==> config.mk <==
export PLATFORM = sky130hd
export DESIGN_NAME = rvfi_mem_responder
export DESIGN_NICKNAME = d
export VERILOG_FILES = /design/src/rtl/rvfi_mem_pkg.sv /design/src/rtl/rvfi_mem_window.sv /design/src/rtl/rvfi_mem_responder.sv
export SDC_FILE = /design/constraint.sdc
export NUM_CORES = 1
export LEC_CHECK = 0
export CAP_MARGIN = 25
export CORE_MARGIN = 3
export CORE_UTILIZATION = 45
export CTS_BUF_LIST = sky130_fd_sc_hd__clkbuf_4 sky130_fd_sc_hd__clkbuf_8
export DETAILED_ROUTE_END_ITERATION = 8
export GPL_ROUTABILITY_DRIVEN = 0
export REMOVE_ABC_BUFFERS = 1
export SYNTH_ARGS = -nofsm -noshare
export SYNTH_HDL_FRONTEND = slang
export SYNTH_SLANG_ARGS = --single-unit
export TNS_END_PERCENT = 100
==> constraint.sdc <==
create_clock -name clock -period 6.3 [get_ports clock]
set_input_delay 0.945 -clock clock [delete_from_list [all_inputs] [get_ports clock]]
set_output_delay 0.945 -clock clock [all_outputs]
set_load 0.005 [all_outputs]
==> src/rtl/rvfi_mem_pkg.sv <==
// Shared types, constants and address helpers for the RVFI memory responder.
// Imported by the top level and by the backing-window store.
package rvfi_mem_pkg;

  typedef enum logic [1:0] {
    MEM_RANDOM  = 2'd0,
    MEM_BOUNDED = 2'd1,
    MEM_FIXED   = 2'd2
  } mem_mode_e;

  localparam int WAIT_W = 4;
  localparam logic [WAIT_W-1:0] WAIT_SAT = 4'd15;

  localparam logic [1:0] ST_IDLE = 2'd0;
  localparam logic [1:0] ST_WAIT = 2'd1;
  localparam logic [1:0] ST_DONE = 2'd2;

  // Offset compare keeps the check correct even when base+span would overflow.
  function automatic logic win_hit(input logic [31:0] addr,
                                   input logic [31:0] base,
                                   input logic [31:0] span);
    logic [31:0] off;
    off = addr - base;
    return (addr >= base) && (off < span);
  endfunction

endpackage

==> src/rtl/rvfi_mem_window.sv <==
// Write-coherent backing window: DEPTH words with per-word valid bits,
// byte-strobed writes and a combinational read port on the request address.
module rvfi_mem_window
  import rvfi_mem_pkg::*;
#(
  parameter logic [31:0] WIN_BASE = 32'h0000_1000,
  parameter int          DEPTH    = 16
) (
  input  logic        clk_i,
  input  logic        rst_ni,
  input  logic        we_i,
  input  logic [31:0] addr_i,
  input  logic [31:0] wdata_i,
  input  logic [3:0]  wstrb_i,
  output logic        rd_hit_o,
  output logic [31:0] rd_word_o
);

  localparam int          IDX_W = $clog2(DEPTH);
  localparam logic [31:0] SPAN  = 32'(DEPTH * 4);

  logic [31:0]      mem_q [DEPTH];
  logic [DEPTH-1:0] vld_q;
  logic             hit_s;
  logic [IDX_W-1:0] idx_s;
  logic [31:0]      word_d;

  // Decode the address and merge strobed lanes into the addressed word.
  always_comb begin
    hit_s  = win_hit(addr_i, WIN_BASE, SPAN);
    idx_s  = addr_i[2 +: IDX_W];
    word_d = mem_q[idx_s];
    for (int b = 0; b < 4; b++) begin
      word_d[8*b +: 8] = wstrb_i[b] ? wdata_i[8*b +: 8] : mem_q[idx_s][8*b +: 8];
    end
  end

  // Store update; data is cleared too so unwritten lanes read as zero.
  always_ff @(posedge clk_i) begin
    if (!rst_ni) begin
      vld_q <= {DEPTH{1'b0}};
      for (int i = 0; i < DEPTH; i++) begin
        mem_q[i] <= 32'h0000_0000;
      end
    end else if (we_i && hit_s) begin
      mem_q[idx_s] <= word_d;
      vld_q[idx_s] <= 1'b1;
    end
  end

  assign rd_hit_o  = hit_s && vld_q[idx_s];
  assign rd_word_o = mem_q[idx_s];

endmodule

==> src/rtl/rvfi_mem_responder.sv <==
// Memory-side responder for valid/ready cores: shapes free ready/rdata inputs
// into a bus response, keeps a coherent window and flags core-side handshake violations.
module rvfi_mem_responder
  import rvfi_mem_pkg::*;
#(
  parameter int          MODE     = 1,
  parameter int          MAX_WAIT = 3,
  parameter int          LATENCY  = 2,
  parameter logic [31:0] WIN_BASE = 32'h0000_1000,
  parameter int          DEPTH    = 16,
  parameter int          CNT_W    = 16
) (
  input  logic             clock,
  input  logic             resetn,
  input  logic             trap,
  input  logic             mem_valid,
  input  logic             mem_instr,
  input  logic [31:0]      mem_addr,
  input  logic [31:0]      mem_wdata,
  input  logic [3:0]       mem_wstrb,
  output logic             mem_ready,
  output logic [31:0]      mem_rdata,
  input  logic             rand_ready,
  input  logic [31:0]      rand_rdata,
  output logic [3:0]       wait_cnt,
  output logic [CNT_W-1:0] xfer_count,
  output logic             proto_err
);

  localparam mem_mode_e         MODE_E     = mem_mode_e'(2'(MODE));
  localparam logic [WAIT_W-1:0] MAX_WAIT_L = 4'(MAX_WAIT);
  localparam logic [WAIT_W-1:0] LATENCY_L  = 4'(LATENCY);
  localparam logic [CNT_W-1:0]  CNT_ONE    = {{(CNT_W-1){1'b0}}, 1'b1};

  logic [WAIT_W-1:0] wait_q, wait_d;
  logic [1:0]        state_q, state_d;
  logic [CNT_W-1:0]  xfer_q, xfer_d;
  logic              err_q, err_d;
  logic [31:0]       addr_q, wdata_q;
  logic [3:0]        wstrb_q;
  logic              instr_q, trap_q;
  logic              ready_s, hs_s, chg_s;
  logic              rd_hit_s;
  logic [31:0]       rd_word_s;

  // Ready generation; trap falls back to the free source with no forcing.
  always_comb begin
    ready_s = 1'b0;
    if (!resetn || !mem_valid) begin
      ready_s = 1'b0;
    end else if (trap) begin
      ready_s = rand_ready;
    end else begin
      case (MODE_E)
        MEM_BOUNDED: ready_s = rand_ready || (wait_q >= MAX_WAIT_L);
        MEM_FIXED:   ready_s = (wait_q == LATENCY_L);
        default:     ready_s = rand_ready;
      endcase
    end
  end

  assign hs_s = mem_valid && ready_s;

  rvfi_mem_window #(
    .WIN_BASE (WIN_BASE),
    .DEPTH    (DEPTH)
  ) u_window (
    .clk_i     (clock),
    .rst_ni    (resetn),
    .we_i      (hs_s && (mem_wstrb != 4'b0000)),
    .addr_i    (mem_addr),
    .wdata_i   (mem_wdata),
    .wstrb_i   (mem_wstrb),
    .rd_hit_o  (rd_hit_s),
    .rd_word_o (rd_word_s)
  );

  // Read data: stored word for valid window hits on reads, free data otherwise.
  always_comb begin
    mem_rdata = 32'h0000_0000;
    if (!resetn) begin
      mem_rdata = 32'h0000_0000;
    end else if ((mem_wstrb == 4'b0000) && rd_hit_s) begin
      mem_rdata = rd_word_s;
    end else begin
      mem_rdata = rand_rdata;
    end
  end

  // Next-state for wait counter, request state, transfer counter and error flag.
  always_comb begin
    wait_d  = wait_q;
    state_d = ST_IDLE;
    xfer_d  = xfer_q;
    err_d   = err_q;
    chg_s   = (mem_addr != addr_q) || (mem_wdata != wdata_q) ||
              (mem_wstrb != wstrb_q) || (mem_instr != instr_q);

    if (trap) begin
      wait_d = wait_q;
    end else if (!mem_valid || hs_s) begin
      wait_d = 4'd0;
    end else if (wait_q != WAIT_SAT) begin
      wait_d = wait_q + 4'd1;
    end else begin
      wait_d = wait_q;
    end

    if (!mem_valid) begin
      state_d = ST_IDLE;
    end else if (hs_s) begin
      state_d = ST_DONE;
    end else begin
      state_d = ST_WAIT;
    end

    if (hs_s) begin
      xfer_d = xfer_q + CNT_ONE;
    end else begin
      xfer_d = xfer_q;
    end

    // A stalled request must stay asserted and unchanged until accepted.
    if ((state_q == ST_WAIT) && !trap && !trap_q && (!mem_valid || chg_s)) begin
      err_d = 1'b1;
    end else begin
      err_d = err_q;
    end
  end

  // State registers; reset drops any pending request without flagging it.
  always_ff @(posedge clock) begin
    if (!resetn) begin
      wait_q  <= 4'd0;
      state_q <= ST_IDLE;
      xfer_q  <= {CNT_W{1'b0}};
      err_q   <= 1'b0;
      addr_q  <= 32'h0000_0000;
      wdata_q <= 32'h0000_0000;
      wstrb_q <= 4'b0000;
      instr_q <= 1'b0;
      trap_q  <= 1'b0;
    end else begin
      wait_q  <= wait_d;
      state_q <= state_d;
      xfer_q  <= xfer_d;
      err_q   <= err_d;
      addr_q  <= mem_addr;
      wdata_q <= mem_wdata;
      wstrb_q <= mem_wstrb;
      instr_q <= mem_instr;
      trap_q  <= trap;
    end
  end

  assign mem_ready  = ready_s;
  assign wait_cnt   = wait_q;
  assign xfer_count = xfer_q;
  assign proto_err  = err_q;

endmodule

==> qor.csv, run 1 <==
metric,value,unit
run status,completed,
R2R Setup Slk,2.89,ns
Critical R2R Capture,u_window.mem_q[4][25],
clock sinks,621,
register area share after synthesis,61.1,%
critical path cell sequence,"clkdlybuf4s50_1, nor4b_1, nand4_1, nor2_1, o221ai_4, buf_4, mux2i_1, clkdlybuf4s50_1",
Clock power frac,39.4,%
buffers and inverters on the worst path,3,
"Slowest-stage cell, CP",nor2_1,
first-pass GRT wire length,128000,microns
layout net count,2363,
Min-Delay Path Class,flip-flop to flip-flop,
drt via density,6.08,
"Period Utilization, post-route",81.7,%
CP required,5.35,ns
number of flops mapped to enable cells by yosys,512,
Most common cell on crit path,clkdlybuf4s50_1,
largest stage delay on the critical path,0.80,ns
initial antenna violation count,2,
clock tree buffer depth,3,
Die Y,259,microns
Num CTS Buffers,103,
cells after synthesis,2129,
WL/cell,27.3,microns
crit path DAT,4.20,ns
"Design Area, Final",0.0336,sq mm
setup_tns,0,ns
Top Metal Used,met4,
Avg Inst Size Synth,13.5,sq um
Synth Warn #,0,
switching pwr,0.00230,W
IO Count,160,
Hold Startpoint,u_window.vld_q[8],
Cell Int Power,0.00686,W
"most common cell after layout, fill and taps aside",edfxtp_1,
Worst Tran Pin Value,1.06,ns
post-synthesis register bit count,621,
Final Max Slew Viols,0,
CP Launch Type,input port,
synthesized area,0.0287,sq mm
fin util,53.2,%
CTS tree,yes,
Cell Rows,92,
WL met3,8180,microns
Root Buffer,clkbuf_8,
met2 routed WL,40700,microns
switching share of power,25.1,%
count of cell types in the netlist,57,
Crit. End Element,primary output,
clock latency on the worst-skew pair,0.73,ns
core area,0.0631,sq mm
Reg power frac,50.3,%
GR Overflow Total,0,
number of DRC markers in iteration 0,2134,
static leakage,11.1,nW
minimum clock period,5.15,ns
Clock transition at path regs,0.06,ns
Fmax,194,MHz
full die area,0.0669,sq mm
pin count of the biggest net entering global routing,83,
P&R area growth vs syn,16.9,%
Finished Layout Cells,3187,
ys async rst share,0,%
setup violators final,0,
r2r startpoint,wait_cnt[0],
"antenna viol nets, final",0,
hold path endpoint,u_window.vld_q[8],
Worst Reg-to-Reg Cells,9,
RSZ-0062 raised after global routing,false,
Post-DP Area,0.0315,sq mm
DR pass1 iterations,5,
Peak VDD IR,0.000154,V
Max-Cap Viols,0,
HPWL after DPL,50900,microns
Residual DRC,0,
"Hold Vio Cnt, Final",0,
fraction of layout instances using a drive strength above 1,24.2,%
via count,19400,
post-CTS setup buffers,0,
final wirelength,87100,microns
Crit Path Max Fanout,17,
Worst Hold Depth,2,
Die X,259,microns
Comb power frac,10.3,%
fill cell instance count of the final layout,5421,
pwr dens,273,mW/mm^2
hold-fix buffers at CTS,0,
placed cell count,2996,
Max H-tree Level,3,
top_reg_cell synth,edfxtp_1,
Initial Utilization,45.5,%
Total GRT Usage,26.0,%
most frequent cells in the layout,"512 x edfxtp_1, 379 x nor3_1, 156 x clkdlybuf4s50_1, 140 x nor3_2, 128 x mux4_2",
routed length on met1,35700,microns
Crit Path Category,input port to primary output,
worst hold slack,0.453,ns
clock skew,0.0449,ns
"CP delay by family, top",buffers and inverters,
vias in the first global route,19600,
Port-buffer cells,159,
Max-slew headroom,29.5,%
Post-CTS Resized,0,
-- worst register-to-register path, stage by stage (launching register included) --
cell and delay, ns:
dfxtp_1 0.39, ha_1 0.22, nor3_1 0.07, o21ba_2 0.26, nor3_1 0.24, buf_4 0.22
o2111ai_4 0.11, buf_4 0.33, o21ai_4 0.62, buf_4 0.55
-- Yosys cell counts, types with 3 or more instances --
| cell | number | area [sq um] |
|---|---|---|
| nor3_2 | 140 | 1400 |
| mux4_2 | 128 | 2880 |
| nor2_1 | 35 | 131 |
| a2111oi_0 | 5 | 43.8 |
| and2_1 | 58 | 363 |
| o2bb2ai_1 | 3 | 26.3 |
| o21ai_0 | 35 | 175 |
| nor2b_1 | 14 | 87.6 |
| nand2_1 | 119 | 447 |
| or4_1 | 5 | 37.5 |
| nand4_1 | 9 | 56.3 |
| a21oi_2 | 4 | 35.0 |
| buf_4 | 12 | 90.1 |
| a21oi_1 | 68 | 340 |
| inv_1 | 25 | 93.8 |
| nor4_1 | 16 | 100 |
| dfxtp_1 | 109 | 2180 |
| and3_1 | 3 | 18.8 |
| nand2b_1 | 15 | 93.8 |
| nand3_1 | 7 | 35.0 |
| clkbuf_1 | 124 | 465 |
| xnor2_1 | 8 | 70.1 |
| a22oi_1 | 64 | 480 |
| o31ai_1 | 5 | 37.5 |
| buf_6 | 20 | 225 |
| buf_2 | 54 | 270 |
| nor3_1 | 379 | 1900 |
| o22ai_1 | 6 | 37.5 |
| edfxtp_1 | 512 | 15400 |
| buf_1 | 20 | 75.1 |
| o21a_1 | 3 | 22.5 |
| a22o_1 | 3 | 26.3 |
| mux2i_1 | 39 | 390 |
| o2111ai_1 | 8 | 70.1 |
| xor2_1 | 42 | 368 |
-- power groups by stage --
| stage | Combinational, W | Sequential, W | Clock, W |
|---|---|---|---|
| 2_1_floorplan | 0.000429 | 0.00469 | 0 |
| 3_3_place_gp | 0.000933 | 0.00468 | 0 |
| 3_5_place_dp | 0.000940 | 0.00469 | 0 |
| 4_1_cts | 0.000943 | 0.00461 | 0.00367 |
| 5_1_grt | 0.000996 | 0.00462 | 0.00386 |
| 6_report | 0.000943 | 0.00461 | 0.00361 |
-- cells by family (layout without fill, tap and decap cells) --
| kind of cell | count (synthesis) | in the layout | synth area share, % |
|---|---|---|---|
| XOR/XNOR | 50 | 50 | 1.52 |
| adder cells (fa/ha/maj) | 2 | 2 | 0.0871 |
| AO/OA/AOI/OAI | 220 | 220 | 5.01 |
| multiplexers | 168 | 168 | 11.4 |
| buffers and inverters | 256 | 467 | 4.26 |
| other | 0 | 1 | 0 |
| flip-flops | 621 | 621 | 61.1 |
| AND/OR/NAND/NOR | 812 | 812 | 16.6 |
-- sequential cells by signal, summed over array words and instances, names as in the netlist, 2 cells and up --
register        cells
u_window.mem_q    512
addr_q             32
wdata_q            32
u_window.vld_q     16
xfer_count         16
wait_cnt            4
wstrb_q             4
state_q             2
-- per-layer routing --
metal	vias to the layer above	track usage, %
met1	9822	35.6
li1	8423	-
met4	0	9.04
met2	972	40.8
met5	-	0
met3	168	6.14
-- area by class of cell --
class                   instances  area (sq um)  share of cell area, %
repair buffers                251          2510                   7.49
diodes                          1          2.50                0.00745
clock buffers                 150          1850                   5.50
flip-flops and latches        621         17600                   52.3
well taps                     846          1060                   3.15
multi-input cells            1252         10300                   30.6
inverters                      26          97.6                  0.291
clock inverters                40           240                  0.715
-- how the worst max path moves through the flow --
stage                      start               endpoint  slack, ns  depth (start not counted)
global route        mem_wstrb[1]           mem_rdata[3]       1.03                          8
floorplan           mem_addr[13]  u_window.mem_q[10][0]      -6.87                          5
global placement    mem_addr[13]          mem_rdata[12]       1.27                          8
CTS                 mem_addr[13]           mem_rdata[3]       1.19                          8
finish              mem_addr[12]           mem_rdata[3]       1.15                          8
detailed placement  mem_addr[13]           mem_rdata[3]       1.20                          8
-- metrics by stage --
stage	total power [W]	setup WS [ns]
finish	0.00916	1.15
global route	0.00947	1.03
detailed placement	0.00563	1.20
floorplan	0.00512	-6.87
CTS	0.00922	1.19
global placement	0.00562	1.27
Note: power is estimated with default switching activity, not from simulation.
==> run 2, diff against run 1 <==
- PLACE_DENSITY: unset -> 0.65
- clock period: 6.3 -> 4.55 ns (I/O delays scaled with it)
==> run 2 against run 1 <==
Against the previous run: worst setup slack lost 0.91 ns; global-route usage shrank 0.61 points; non-clock buffer count grew 15; sequential share of layout area shrank 0.46 points; utilization grew 0.47 points; worst hold slack lost 0.081 ns; critical path depth grew 3; clock-buffer cell count grew 8; die area is the same; wire length shrank 2.1%; critical path type unchanged; critical endpoint is now mem_rdata[7]; highest routed layer is now met5.
==> qor.csv, run 2 (synthesis results as in run 1) <==
metric,value,unit,change
run status,completed,,
post-CTS setup buffers,0,,unchanged
clock skew,0.0344,ns,-0.0105 ns
Residual DRC,0,,unchanged
fraction of layout instances using a drive strength above 1,25.1,%,+0.84 points
Most common cell on crit path,buf_4,,
R2R Setup Slk,1.14,ns,-1.75 ns
Root Buffer,clkbuf_8,,
GR Overflow Total,0,,unchanged
area of the multi-input gates,0.0103,sq mm,unchanged
Regs by FF count,"u_window.mem_q: 512 flops, addr_q: 32 flops, wdata_q: 32 flops",,
CP Launch Type,input port,,
Cell Rows,92,,unchanged
"CP delay by family, top",buffers and inverters,,
clock latency on the worst-skew pair,0.71,ns,-0.02 ns
initial antenna violation count,1,,-1
setup violators final,0,,unchanged
Port-buffer cells,159,,unchanged
"Most flops, register",u_window.mem_q,,
full die area,0.0669,sq mm,unchanged
layout net count,2378,,+0.63%
WL/cell,26.7,microns,-2.4%
Pwr Total,0.0128,W,+40%
final wirelength,85300,microns,-2.1%
Fmax,232,MHz,
Num CTS Buffers,103,,unchanged
clock sinks,621,,unchanged
"Design Area, Final",0.0339,sq mm,+0.89%
pre-CTS setup slack,0.231,ns,-0.966 ns
"Period Utilization, post-route",94.6,%,
vias in the first global route,19600,,-0.20%
fill cell instance count of the final layout,5244,,-3.3%
drt via density,6.16,,+1.2%
n_diodes,0,,-1
Min-Delay Path Class,input port to flip-flop,,
core area,0.0631,sq mm,unchanged
Initial Utilization,45.5,%,unchanged
CTS tree,yes,,
setup_tns,0,ns,unchanged
crit path DAT,3.62,ns,-0.58 ns
pwr dens,378,mW/mm^2,+38%
"most common cell after layout, fill and taps aside",edfxtp_1,,
Max-Cap Viols,0,,unchanged
first-pass GRT wire length,127000,microns,-1.1%
critical path cell sequence,"clkdlybuf4s50_1, nor4_1, buf_2, buf_4, o311ai_0, a311oi_1, buf_4, o221ai_4, buf_4, mux2i_1, clkdlybuf4s50_1",,
Max-slew headroom,27.1,%,-2.4 points
most frequent cells in the layout,"512 x edfxtp_1, 379 x nor3_1, 156 x clkdlybuf4s50_1, 140 x nor3_2, 128 x mux4_2",,
Crit Path Category,input port to primary output,,
clock tree buffer depth,3,,unchanged
Post-DP Area,0.0317,sq mm,+0.76%
CP required,3.87,ns,-1.48 ns
Final WS setup,0.244,ns,-0.906 ns
Crit Path Max Fanout,10,,-7
register area,0.0176,sq mm,unchanged
Post-CTS Resized,0,,unchanged
Total GRT Usage,25.4,%,-0.61 points
buffers and inverters on the worst path,6,,+3
P&R area growth vs syn,17.9,%,
largest stage delay on the critical path,0.60,ns,-0.20 ns
pin count of the biggest net entering global routing,133,,+60%
Die Y,259,microns,unchanged
Final Max Slew Viols,0,,unchanged
DR pass1 iterations,5,,unchanged
"Hold Vio Cnt, Final",0,,unchanged
"Slowest-stage cell, CP",clkdlybuf4s50_1,,
Clock transition at path regs,0.06,ns,about the same
Peak VDD IR,0.000219,V,+42%
number of DRC markers in iteration 0,2015,,-5.6%
via count,19700,,+1.6%
Max H-tree Level,3,,unchanged
Largest register FFs,512,,unchanged
IO Count,160,,unchanged
HPWL after DPL,50900,microns,about the same
hold-fix buffers at CTS,0,,unchanged
RSZ-0062 raised after global routing,false,,
"antenna viol nets, final",0,,unchanged
Die X,259,microns,unchanged
minimum clock period,4.31,ns,
Crit. End Element,primary output,,
Worst Tran Pin Value,1.09,ns,+0.0367 ns
static leakage,11.3,nW,+1.5%
## run 2: cell types whose count changed in the layout (fill, tap and decap cells not counted), sizes merged
| cell | before | now |
|---|---|---|
| buf | 95 | 109 |
| bufinv | 2 | 3 |
| clkbuf | 150 | 159 |
| clkinv | 33 | 23 |
| diode | 1 | 0 |
| inv | 29 | 28 |
## run 2: worst paths after layout
| path | start | to | cells after the start |
|---|---|---|---|
| setup reg to reg | wait_cnt[0] | u_window.mem_q[2][7] | 9 |
| hold reg to reg | u_window.vld_q[0] | u_window.vld_q[0] | 2 |
| hold / removal | resetn | addr_q[13] | 2 |
| setup / recovery | mem_wstrb[2] | mem_rdata[7] | 11 |
## run 2: per-layer routing
metal / GRT usage (%) / vias up / part of all wire, %
met3: 5.93 / 155 / 9.9
li1: - / 8459 / -
met2: 39.7 / 1090 / 47
met1: 35.0 / 9992 / 40
met4: 8.61 / 2 / 2.8
met5: 0 / - / 0.019
## run 2: area by class of cell
| class | count | area share, % |
|---|---|---|
| clock inverters | 30 | 0.687 |
| well taps | 846 | 3.12 |
| flip-flops and latches | 621 | 51.8 |
| inverters | 26 | 0.288 |
| multi-input cells | 1252 | 30.3 |
| clock buffers | 158 | 5.57 |
| repair buffers | 266 | 8.21 |
## run 2: stage by stage
step,hold WS (ns),std cells,util (%)
floorplan,0.416,1899,-
global placement,0.431,3008,50.3
detailed placement,0.440,3010,50.3
CTS,0.323,3198,53.7
global route,0.363,3199,53.7
finish,0.372,3199,53.7
## run 2: report_power, final
group	switching [W]	internal [W]
registers	0.0000642	0.00632
logic	0.000845	0.000480
clock network	0.00228	0.00281
total	0.00319	0.00961
